==> src/rtl/pid_sequencer_if.sv <==
// Sample/operand bundle between the inertial front end and the PID sequencer.
// The master drives samples and mode bits; the slave (sequencer) returns the PID operands.
interface pid_sequencer_if;
  logic               vld;
  logic signed [15:0] ptch;
  logic               pwr_up;
  logic               rider_off;
  logic signed [9:0]  ptch_err_sat;
  logic signed [9:0]  ptch_err_I;
  logic signed [6:0]  ptch_D_diff_sat;
  logic               pid_vld;
  logic               busy;
  logic               smpl_drop;

  modport master (
    output vld, ptch, pwr_up, rider_off,
    input  ptch_err_sat, ptch_err_I, ptch_D_diff_sat, pid_vld, busy, smpl_drop
  );

  modport slave (
    input  vld, ptch, pwr_up, rider_off,
    output ptch_err_sat, ptch_err_I, ptch_D_diff_sat, pid_vld, busy, smpl_drop
  );
endinterface

==> src/rtl/pid_sequencer.sv <==
// PID operand sequencer: saturate -> integrate -> differentiate -> publish, one update per sample.
// Optional macro INTEG_DECIM_EN: integrator accumulates only on every second accepted sample.
module pid_sequencer #(
  parameter int D_DEPTH = 2,
  parameter int INT_W   = 18
) (
  input  logic           clk,
  input  logic           rst,
  pid_sequencer_if.slave bus
);

  localparam logic [2:0] IDLE  = 3'd0;
  localparam logic [2:0] SAT   = 3'd1;
  localparam logic [2:0] INTEG = 3'd2;
  localparam logic [2:0] DIFF  = 3'd3;
  localparam logic [2:0] PUB   = 3'd4;

  logic [2:0]              state_q, state_d;
  logic signed [9:0]       err_q;
  logic signed [INT_W-1:0] integ_q, integ_d;
  logic signed [9:0]       hist_q [D_DEPTH];
  logic signed [9:0]       err_out_q;
  logic signed [9:0]       i_out_q;
  logic signed [6:0]       diff_out_q;
  logic                    smpl_drop_q;
  logic                    accept;
  logic                    add_en;

  logic signed [INT_W-1:0] err_ext;
  logic signed [INT_W-1:0] sum;
  logic                    ovf;
  logic signed [10:0]      diff_w;
  logic signed [6:0]       diff_d;

  function automatic logic signed [9:0] sat10(input logic signed [15:0] x);
    if (x > 16'sd511)       return 10'sh1FF;
    else if (x < -16'sd512) return 10'sh200;
    else                    return x[9:0];
  endfunction

  function automatic logic signed [6:0] sat7(input logic signed [10:0] x);
    if (x > 11'sd63)       return 7'sh3F;
    else if (x < -11'sd64) return 7'sh40;
    else                   return x[6:0];
  endfunction

  // IDLE is the only accept point; the sample is saturated straight off the bus.
  assign accept = (state_q == IDLE) && bus.vld;

`ifdef INTEG_DECIM_EN
  logic tgl_q;

  always_ff @(posedge clk) begin
    if (rst)         tgl_q <= 1'b0;
    else if (accept) tgl_q <= ~tgl_q;
  end

  assign add_en = tgl_q;
`else
  assign add_en = 1'b1;
`endif

  always_comb begin
    state_d = state_q;
    case (state_q)
      IDLE:    if (bus.vld) state_d = SAT;
      SAT:     state_d = INTEG;
      INTEG:   state_d = DIFF;
      DIFF:    state_d = PUB;
      PUB:     state_d = IDLE;
      default: state_d = IDLE;
    endcase
  end

  // Signed overflow: operands agree in sign but the sum does not; the integrator then holds.
  assign err_ext = {{(INT_W-10){err_q[9]}}, err_q};
  assign sum     = integ_q + err_ext;
  assign ovf     = (integ_q[INT_W-1] == err_ext[INT_W-1]) && (sum[INT_W-1] != integ_q[INT_W-1]);

  // NOTE: every combinational output gets a default first so no latch is inferred.
  always_comb begin
    integ_d = integ_q;
    if (state_q == INTEG) begin
      if (bus.rider_off || !bus.pwr_up) integ_d = '0;
      else if (add_en && !ovf)          integ_d = sum;
    end
  end

  assign diff_w = {err_q[9], err_q} - {hist_q[D_DEPTH-1][9], hist_q[D_DEPTH-1]};
  assign diff_d = bus.pwr_up ? sat7(diff_w) : 7'sd0;

  // NOTE: state uses non-blocking assignments so all registers update from pre-edge values.
  always_ff @(posedge clk) begin
    if (rst) begin
      state_q     <= IDLE;
      err_q       <= '0;
      integ_q     <= '0;
      err_out_q   <= '0;
      i_out_q     <= '0;
      diff_out_q  <= '0;
      smpl_drop_q <= 1'b0;
      // NOTE: the history is small and must read as zero after reset, so it is reset explicitly.
      for (int i = 0; i < D_DEPTH; i++) hist_q[i] <= '0;
    end else begin
      state_q <= state_d;
      integ_q <= integ_d;
      if (accept) err_q <= sat10(bus.ptch);
      if (bus.vld && (state_q != IDLE)) smpl_drop_q <= 1'b1;

      // Outputs load on the DIFF->PUB edge so they are valid alongside pid_vld in PUB.
      if (state_q == DIFF) begin
        if (!bus.pwr_up) begin
          for (int i = 0; i < D_DEPTH; i++) hist_q[i] <= '0;
        end else begin
          for (int i = D_DEPTH - 1; i > 0; i--) hist_q[i] <= hist_q[i-1];
          hist_q[0] <= err_q;
        end
        err_out_q  <= err_q;
        i_out_q    <= integ_q[INT_W-1 -: 10];
        diff_out_q <= diff_d;
      end
    end
  end

  assign bus.ptch_err_sat    = err_out_q;
  assign bus.ptch_err_I      = i_out_q;
  assign bus.ptch_D_diff_sat = diff_out_q;
  assign bus.pid_vld         = (state_q == PUB);
  assign bus.busy            = (state_q != IDLE);
  assign bus.smpl_drop       = smpl_drop_q;

endmodule
==> src/flat_wrapper.sv <==
// flat-port wrapper written by rule: the top's interface ports become plain ports
module pid_sequencer_flat 
#(
  parameter int D_DEPTH = 2,
  parameter int INT_W   = 18
)
  (clk, rst, bus_vld, bus_ptch, bus_pwr_up, bus_rider_off, bus_ptch_err_sat, bus_ptch_err_I, bus_ptch_D_diff_sat, bus_pid_vld, bus_busy, bus_smpl_drop);
  pid_sequencer_if bus_i ();
  input  logic clk;
  input  logic rst;
  input wire logic [$bits(bus_i.vld)-1:0] bus_vld;
  input wire logic [$bits(bus_i.ptch)-1:0] bus_ptch;
  input wire logic [$bits(bus_i.pwr_up)-1:0] bus_pwr_up;
  input wire logic [$bits(bus_i.rider_off)-1:0] bus_rider_off;
  output wire logic [$bits(bus_i.ptch_err_sat)-1:0] bus_ptch_err_sat;
  output wire logic [$bits(bus_i.ptch_err_I)-1:0] bus_ptch_err_I;
  output wire logic [$bits(bus_i.ptch_D_diff_sat)-1:0] bus_ptch_D_diff_sat;
  output wire logic [$bits(bus_i.pid_vld)-1:0] bus_pid_vld;
  output wire logic [$bits(bus_i.busy)-1:0] bus_busy;
  output wire logic [$bits(bus_i.smpl_drop)-1:0] bus_smpl_drop;
  assign bus_i.vld = bus_vld;
  assign bus_i.ptch = bus_ptch;
  assign bus_i.pwr_up = bus_pwr_up;
  assign bus_i.rider_off = bus_rider_off;
  assign bus_ptch_err_sat = bus_i.ptch_err_sat;
  assign bus_ptch_err_I = bus_i.ptch_err_I;
  assign bus_ptch_D_diff_sat = bus_i.ptch_D_diff_sat;
  assign bus_pid_vld = bus_i.pid_vld;
  assign bus_busy = bus_i.busy;
  assign bus_smpl_drop = bus_i.smpl_drop;
  pid_sequencer #(.D_DEPTH(D_DEPTH), .INT_W(INT_W)) u_core (.clk(clk), .rst(rst), .bus(bus_i));
endmodule
==> config.mk <==
export PLATFORM = sky130hd
export DESIGN_NAME = pid_sequencer_flat
export DESIGN_NICKNAME = d
export VERILOG_FILES = /design/src/rtl/pid_sequencer_if.sv /design/src/rtl/pid_sequencer.sv /design/src/flat_wrapper.sv
export SDC_FILE = /design/constraint.sdc
export NUM_CORES = 1
export LEC_CHECK = 0
export BUFFER_PORTS_ARGS = -buffer_cell sky130_fd_sc_hd__buf_2
export CORE_UTILIZATION = 53
export CTS_CLUSTER_SIZE = 16
export DETAILED_ROUTE_END_ITERATION = 10
export GPL_ROUTABILITY_DRIVEN = 0
export PLACE_DENSITY = 0.79
export SYNTH_ARGS = -nofsm -noshare
export SYNTH_HDL_FRONTEND = slang
export SYNTH_SLANG_ARGS = --single-unit
==> constraint.sdc <==
create_clock -name clk -period 2.45 [get_ports clk]
set_input_delay 0.245 -clock clk [delete_from_list [all_inputs] [get_ports clk]]
set_output_delay 0.245 -clock clk [all_outputs]
set_load 0.03 [all_outputs]
# Word-level counts from Yosys, hierarchy flattened
# Memories as Yosys holds them, arrays and structs flattened.
# Index checks and enable logic that the tools add are counted.
# op_classes
n_lt_le_gt_ge	4
n_addsub	2
reduce_logical	8
n_bitwise	4
eq_ne	8
muxes	23
# op_table
cell	count
10-bit 2-to-1 mux	6
18-bit 2-to-1 mux	2
7-bit 2-to-1 mux	3
18-bit by 10-bit adder with 18-bit output	1
16-bit by 10-bit greater-than comparator with 1-bit output, second input constant	1
16-bit by 10-bit less-than comparator with 1-bit output, second input constant	1
3-bit one-hot mux with 4 select lines	1
11-bit by 7-bit greater-than comparator with 1-bit output, second input constant	1
11-bit by 7-bit less-than comparator with 1-bit output, second input constant	1
10-bit by 10-bit subtractor with 11-bit output	1
1-bit 2-to-1 mux	10
3-bit by 2-bit == test with 1-bit output, second input constant	2
2-bit != test, second input constant	2
1-bit OR	4
3-bit by 1-bit == test with 1-bit output, second input constant	1
3-bit == test, second input constant	1
1-bit logical AND	3
3-bit zero test	1
3-bit 2-to-1 mux	1
3-bit nonzero test	1
2-bit AND reduction	1
1-bit == test	1
1-bit zero test	1
1-bit logical OR	1
1-bit != test	1
# totals
in_bits	21
n_memories	1
ff_bits	59
output_inout_bits	30
ramBits	20
# memory_table
memory	depth	width	read_ports	rd_clocked_by_memory_dff	wr	line	rtl
u_core.hist_q	2	10	2	0	2	pid_sequencer.sv:21	logic signed [9:0] hist_q [D_DEPTH];

# Depth between registers and ports, before layout
# Gate-level depths: netlist (run 1).
# logic_depth
word_depth	6
ltp_mapped	12
ltp_nobuf	12

# Worst setup path before layout (run 1)
# No wires, ideal clock.
# synth_path
kind	reg2reg
from	register u_core.err_q[0]
to	register u_core.diff_out_q[0], in the netlist u_core.bus.ptch_D_diff_sat[0]
n_path_buf	0
setup_time_ns	0.120
period_less_slack_ns	2.674
t_arrival_ns	2.554
path_stages_with_launch	12
setup_slack_ns	-0.224
path_cell_list	dfxtp_1 > inv_1 > ha_1 > inv_1 > fa_1 > a211oi_1 > o21bai_1 > o311a_1 > o31a_1 > o41ai_4 > nor2_2 > a211o_1
# synth_between
elab_chain_len	5
word_cells_on_any_way	6
# synth_lines
element	line	rtl
from (decl)	pid_sequencer.sv:19	logic signed [9:0] err_q;
from (signal assigned)	pid_sequencer.sv:107	if (accept) err_q <= sat10(bus.ptch);
10-bit by 10-bit subtractor with 11-bit output (*)	pid_sequencer.sv:89	assign diff_w = {err_q[9], err_q} - {hist_q[D_DEPTH-1][9], hist_q[D_DEPTH-1]};
11-bit by 7-bit less-than comparator with 1-bit output	pid_sequencer.sv:43	else if (x < -11'sd64) return 7'sh40;
7-bit 2-to-1 mux	pid_sequencer.sv:43	
7-bit 2-to-1 mux (*)	pid_sequencer.sv:42	if (x > 11'sd63) return 7'sh3F;
7-bit 2-to-1 mux (*)	pid_sequencer.sv:90	assign diff_d = bus.pwr_up ? sat7(diff_w) : 7'sd0;
to (signal assigned)	pid_sequencer.sv:120	diff_out_q <= diff_d;
to (decl)	pid_sequencer.sv:24	logic signed [6:0] diff_out_q;
# Mark *: on every way between the ends. The rest lies on a longest branch, timed or not.
# A chain may end at the register's enable or synchronous reset.

# Worst setup path after layout (run 1)
# layout_path
from	register u_core.err_q[0]
to	register u_core.diff_out_q[2], in the netlist u_core.bus.ptch_D_diff_sat[2]
# The elaborated chain is that of the path after synthesis.

==> results of run 1 <==
critical path, stage by stage, from the launching register on:
cell	delay, ps
dfxtp_2	340
inv_2	70
ha_4	130
inv_2	30
fa_2	340
a211oi_2	200
o21bai_1	120
o311a_1	330
o31a_1	310
o41ai_4	260
nor2_2	100
a221o_1	280
flip-flops by register name, summed over array words and instances, names as in the netlist:
signal	cells
u_core.bus.ptch_D_diff_sat	7
u_core.bus.smpl_drop	1
u_core.hist_q	20
u_core.integ_q	18
u_core.bus.ptch_err_I	10
u_core.err_q	10
u_core.bus.ptch_err_sat	10
u_core.state_q	3
report_power, final:
group | switching (mW) | internal [mW]
sequential | 0.0351 | 1.38
combinational | 0.314 | 0.223
clock | 0.548 | 0.392
total | 0.897 | 1.99
cell families (layout without fill, tap and decap cells):
logic type	after synthesis	count (layout)	share of synthesized area, %
fa+ha+maj	29	29	9.09
buf+inv	39	129	3.94
compound gates	132	132	19.8
simple gates	169	169	19.6
flops	79	79	42.9
xor+xnor	21	21	4.42
mux	1	1	0.241
per-layer routing:
| metal | wire [um] | part of all wire (%) | vias to the layer above |
|---|---|---|---|
| li1 | - | - | 1848 |
| met5 | 0 | 0 | - |
| met3 | 737 | 6.8 | 31 |
| met2 | 5020 | 47 | 162 |
| met1 | 4720 | 44 | 1822 |
| met4 | 305 | 2.8 | 0 |
layout by cell type (no fill, tap or decap), types with 4 or more instances in the layout:
cell / count
a21o_1: 6
a21oi_1: 59
a21oi_2: 6
a221o_1: 5
and3_1: 19
buf_2: 50
buf_4: 43
clkbuf_8: 9
dfxtp_1: 53
dfxtp_2: 6
edfxtp_1: 20
ha_1: 24
inv_1: 15
nand2_1: 79
nand2b_1: 5
nand3_1: 5
nor2_1: 17
nor3_1: 7
o21ai_0: 18
o21bai_1: 4
or3_1: 18
xnor2_1: 10
xor2_1: 10
metrics by stage:
stage          utilization (%)  hold WS (ps)  setup slack (ps)  setup TNS (ps)  instances
3_3_place_gp              64.6           442             -79.9            -670        639
5_1_grt                   69.3           182              -314           -3640        659
2_1_floorplan                -           386             -14.4           -51.4        470
6_report                  69.3           169              -160           -1050        659
4_1_cts                   67.6           166              -151           -1530        657
3_5_place_dp              64.6           445              -256           -2030        639
layout make-up:
type | count | area [um2]
multi-input combinational | 352 | 2370
tap | 99 | 124
timing repair buffer | 96 | 603
clock inverter | 7 | 62.6
inverter | 17 | 63.8
clock buffer | 9 | 124
sequential | 79 | 1790
fill | 573 | 2270
final timing paths:
kind,slack (ps),depth (start not counted),start,to
hold / removal,170,3,bus_vld,u_core.state_q[0]
setup reg to reg,-160,11,u_core.err_q[0],u_core.bus.ptch_D_diff_sat[2]
hold reg to reg,460,2,u_core.bus.ptch_err_I[7],u_core.bus.ptch_err_I[7]
setup / recovery,-160,11,u_core.err_q[0],u_core.bus.ptch_D_diff_sat[2]
repair_timing:
action / in CTS / in global routing
buffers inserted: 2 / 1
pin swaps: 5 / 14
endpoints found under the setup margin: 22 / 24
resized for setup: 5 / 26
cloned: 0 / 1
==> impl_metrics.ini, run 1 <==
[timing]
fin_ws_ps = -160
period_share_pct = 107
fin_crit_ps = 2610
finClkSkew_ps = 9.53
final_max_slew_viol_count = 0
hold_violations = 0
tightest_slew_ps = 828
fmax_ghz = 0.383
finalSetupViolCount = 12
rsz0062_at_grt = true
relSlewSlack_pct = 44.8

[logic_synthesis]
synth.top_cell.area_share_pct = 28.4
synth_area_per_cell_um2 = 8.84
async_reset_ff_share_pct = 0
synth_area_mm2 = 0.00416
synth_ff_type = dfxtp_1
ys_warn_count = 0
ys_types = 51
seq_area_frac_synth_pct = 42.9
synth_area_leaders = dfxtp_1 (28%), edfxtp_1 (14%), ha_1 (8.1%)
synth_edf_count = 20
synth_top_area_cell = dfxtp_1
ys_seq_elements = 79
postSynthCellCount = 470
syn-num-nets = 520
synth.top_cells.by_count = nand2_1 (79), a21oi_1 (62), dfxtp_1 (59), ha_1 (27), edfxtp_1 (20)
synth_most_common_cell = nand2_1

[power]
p_leak_nw = 2.21
total_power_mw = 2.89
vdd_drop_max_uv = 386
power_density_mw_per_mm2 = 562

[worst_setup_path]
critPathKind = reg -> reg
cp_max_fo = 5
cp-start-kind = flip-flop
cp_data_required_time_ps = 2690
cp.arrival_ps = 2850
endpoint_kind = flip-flop

[route]
wl_per_cell_um = 16.4
vias_per_cell = 5.86
first_iter_violations = 260
firstDrtPassIters = 5
drt-total-wl_um = 10800
drc = 0
antenna_left = 0
dr_total_vias = 3863

[grt]
grt.overflow.total = 0
met3_usage_pct = 4.97
grt_pass1_wl_um = 17600
grt_max_degree = 54
gr-usage-all-layers_pct = 26.8
use_met2_pct = 42.1
busiest_layer = met2
first_global_vias = 3688
use_met1_pct = 36.4
antenna_found_initial = 0

[outcome]
outcome = finished with violations
violations = setup timing

[min_path]
hold_class = in -> reg

[layout]
drive_above_1_share_pct = 27.3
diodes = 0
nNetsFinal = 605
final_area_mm2 = 0.00514
area_delta_synth_final_pct = 23.6

[placed_design]
dpl.hpwl_um = 7380
port_buffers = 50
placedInstanceArea_mm2 = 0.00478

[floorplanning]
design.die.area_mm2 = 0.00820
die_height_um = 90.6
core_area_mm2 = 0.00741
ioPinCount = 51
num_rows = 31
start_util_pct = 56.1
die-width_um = 90.6

[cts]
cts.sinks = 79
numCtsBuffers = 9
h-tree-depth = 3
clkTransAtPathRegs_ps = 100
cts_tree = done
clockRootBuffer = clkbuf_8
cts_buffer_depth = 2
clk_latency_ps = 350
hold_buffers = 0

[flow_run]
drv_cap = 0
(Power assumes the default switching activity.)
==> inputs of run 2 (changes only) <==
--- a/config.mk
+++ b/config.mk
@@ -11,6 +11,7 @@
 export DETAILED_ROUTE_END_ITERATION = 10
 export GPL_ROUTABILITY_DRIVEN = 0
 export PLACE_DENSITY = 0.79
+export RECOVER_POWER = 100
 export SYNTH_ARGS = -nofsm -noshare
 export SYNTH_HDL_FRONTEND = slang
 export SYNTH_SLANG_ARGS = --single-unit
==> run 2 against run 1 <==
Against the previous run:
- combinational power fell by 0.7%
- global-route usage did not move
- non-clock buffer count did not move
- critical path depth did not move
- sequential cell count did not move
- clock skew barely moved
- highest routed layer unchanged
- design area fell by 0.90%
- die area did not move
- the flow still finishes with violations (setup timing)
==> impl_metrics.ini, run 2 (same netlist as run 1, synthesis figures left out) <==
[outcome]
outcome = finished with violations
violations = setup timing

[grt]
antenna_found_initial = 0
gr-usage-all-layers_pct = 26.8
grt.overflow.total = 0
grt_max_degree = 54
grt_pass1_wl_um = 17600
first_global_vias = 3688

[route]
vias_per_cell = 5.84
antenna_left = 0
drc = 0
first_iter_violations = 223
drt-total-wl_um = 10800
dr_total_vias = 3850
firstDrtPassIters = 5
wl_per_cell_um = 16.4

[timing]
hold_violations = 0
fin_crit_ps = 2610
finalSetupViolCount = 17
fmax_ghz = 0.383
finClkSkew_ps = 9.76
fin_ws_ps = -161
period_share_pct = 107
final_max_slew_viol_count = 0
rsz0062_at_grt = true
tightest_slew_ps = 809
relSlewSlack_pct = 46.0

[worst_setup_path]
worst_path_most_repeated_cell = inv_2
cp-start-kind = flip-flop
slowest_stage = dfxtp_2
critPathKind = reg -> reg
r2r_slack_ps = -160
worst_r2r_startpoint = u_core.err_q[0]
endpoint_kind = flip-flop
worst-path-stages = 11
cp_max_fo = 5
cp_top_family = compound AO/OA/AOI/OAI gates
cp.arrival_ps = 2850
slowest_delay_ps = 340
r2r_end = u_core.bus.ptch_D_diff_sat[2]
worstRegToRegCells = 11
cp_data_required_time_ps = 2690
critPathLaunch = u_core.err_q[0]
cp_cell_sequence = inv_2 > ha_4 > inv_2 > fa_2 > a211oi_2 > o21bai_1 > o311a_1 > o31a_1 > o41ai_4 > nor2_2 > a221o_1
timing.critical_path.to = u_core.bus.ptch_D_diff_sat[2]
cp.buffers_inverters = 2

[layout]
utilization_pct = 68.7
diodes = 0
regMostFlops = u_core.hist_q
drive_above_1_share_pct = 21.4
final_area_mm2 = 0.00509
area_delta_synth_final_pct = 22.5
top_regs = u_core.hist_q: 20 flops, u_core.integ_q: 18 flops
mostFrequentLayoutCell = nand2_1
final_cell_mix = nand2_1 (79), a21oi_1 (59), dfxtp_1 (53)
fillers = 589
nNetsFinal = 605
largest_reg_flops = 20
stdcell_count = 659

[floorplanning]
die_height_um = 90.6
design.die.area_mm2 = 0.00820
ioPinCount = 51
start_util_pct = 56.1
num_rows = 31
die-width_um = 90.6
core_area_mm2 = 0.00741

[power]
total_power_mw = 2.89
seq_power_share_pct = 48.9
p_comb_share_pct = 18.5
power_density_mw_per_mm2 = 567
intPower_mw = 1.99
vdd_drop_max_uv = 385
p_leak_nw = 2.08
p_sw_mw = 0.900
power.share.clock_pct = 32.6
p_sw_share_pct = 31.2

[cts]
clkTransAtPathRegs_ps = 100
cts.sinks = 79
cts_tree = done
clk_latency_ps = 350
numCtsBuffers = 9
cts_buffer_depth = 2
clockRootBuffer = clkbuf_8
h-tree-depth = 3

[placed_design]
placedInstanceArea_mm2 = 0.00478
dp_cells = 639
dpl.hpwl_um = 7380
port_buffers = 50

[min_path]
hold_class = in -> reg

[flow_run]
drv_cap = 0
[run 2: changes by cell type in the layout (fill, tap and decap cells not counted), sizes merged]
cell,previous run,this run
buf,95,63
clkbuf,10,42
[run 2: worst min path at each step]
| stage | startpoint | to | slack, ps | depth (start not counted) |
|---|---|---|---|---|
| after floorplan | bus_vld | u_core.bus.smpl_drop | 390 | 2 |
| after CTS | bus_vld | u_core.state_q[0] | 170 | 3 |
| final | bus_vld | u_core.state_q[0] | 170 | 3 |
| after global placement | u_core.bus.ptch_err_I[6] | u_core.bus.ptch_err_I[6] | 440 | 2 |
| after global routing | bus_vld | u_core.bus.smpl_drop | 180 | 3 |
| after detailed placement | u_core.bus.ptch_err_sat[3] | u_core.bus.ptch_err_sat[3] | 440 | 2 |
[run 2: through the flow]
step           worst slack, ps  hold WS [ps]  setup TNS (ps)
6_report                  -161           174           -1190
2_1_floorplan            -14.4           386           -51.4
3_3_place_gp             -79.9           442            -670
5_1_grt                   -314           182           -3820
3_5_place_dp              -256           445           -2030
4_1_cts                   -151           166           -1530
[run 2: timing repair]
action / in CTS / in global routing
hold buffers: 0 / 0
pin swaps: 5 / 14
cloned: 0 / 1
resized for setup: 5 / 26
buffers inserted: 2 / 1
endpoints found under the setup margin: 22 / 24
[run 2: tightest hold or removal path: cells and delay by family]
kind | cells | cell delay [ps]
compound gates | 1 | 70
buf+inv | 1 | 110
simple gates | 1 | 70
[run 2: cell type report]
cell class / instances / area (um2) / area share, %
multi-input combinational: 352 / 2370 / 46.5
sequential: 79 / 1790 / 35.2
timing repair buffer: 96 / 558 / 11.0
clock buffer: 9 / 124 / 2.43
tap: 99 / 124 / 2.43
inverter: 17 / 63.8 / 1.25
clock inverter: 7 / 62.6 / 1.23
[run 2: layer usage]
metal | vias up | share of wire, % | track usage [%]
met5 | - | 0 | 0
met2 | 152 | 47 | 42.1
li1 | 1852 | - | -
met4 | 0 | 2.6 | 10.6
met1 | 1822 | 44 | 36.4
met3 | 24 | 7.3 | 4.97
[run 2: power groups by stage]
stage | combinational, mW | clock, mW | sequential, mW
after floorplan | 0.320 | 0 | 1.44
after detailed placement | 0.491 | 0 | 1.44
after global routing | 0.580 | 1.00 | 1.42
final | 0.533 | 0.941 | 1.41
after global placement | 0.475 | 0 | 1.44
after CTS | 0.506 | 0.949 | 1.41
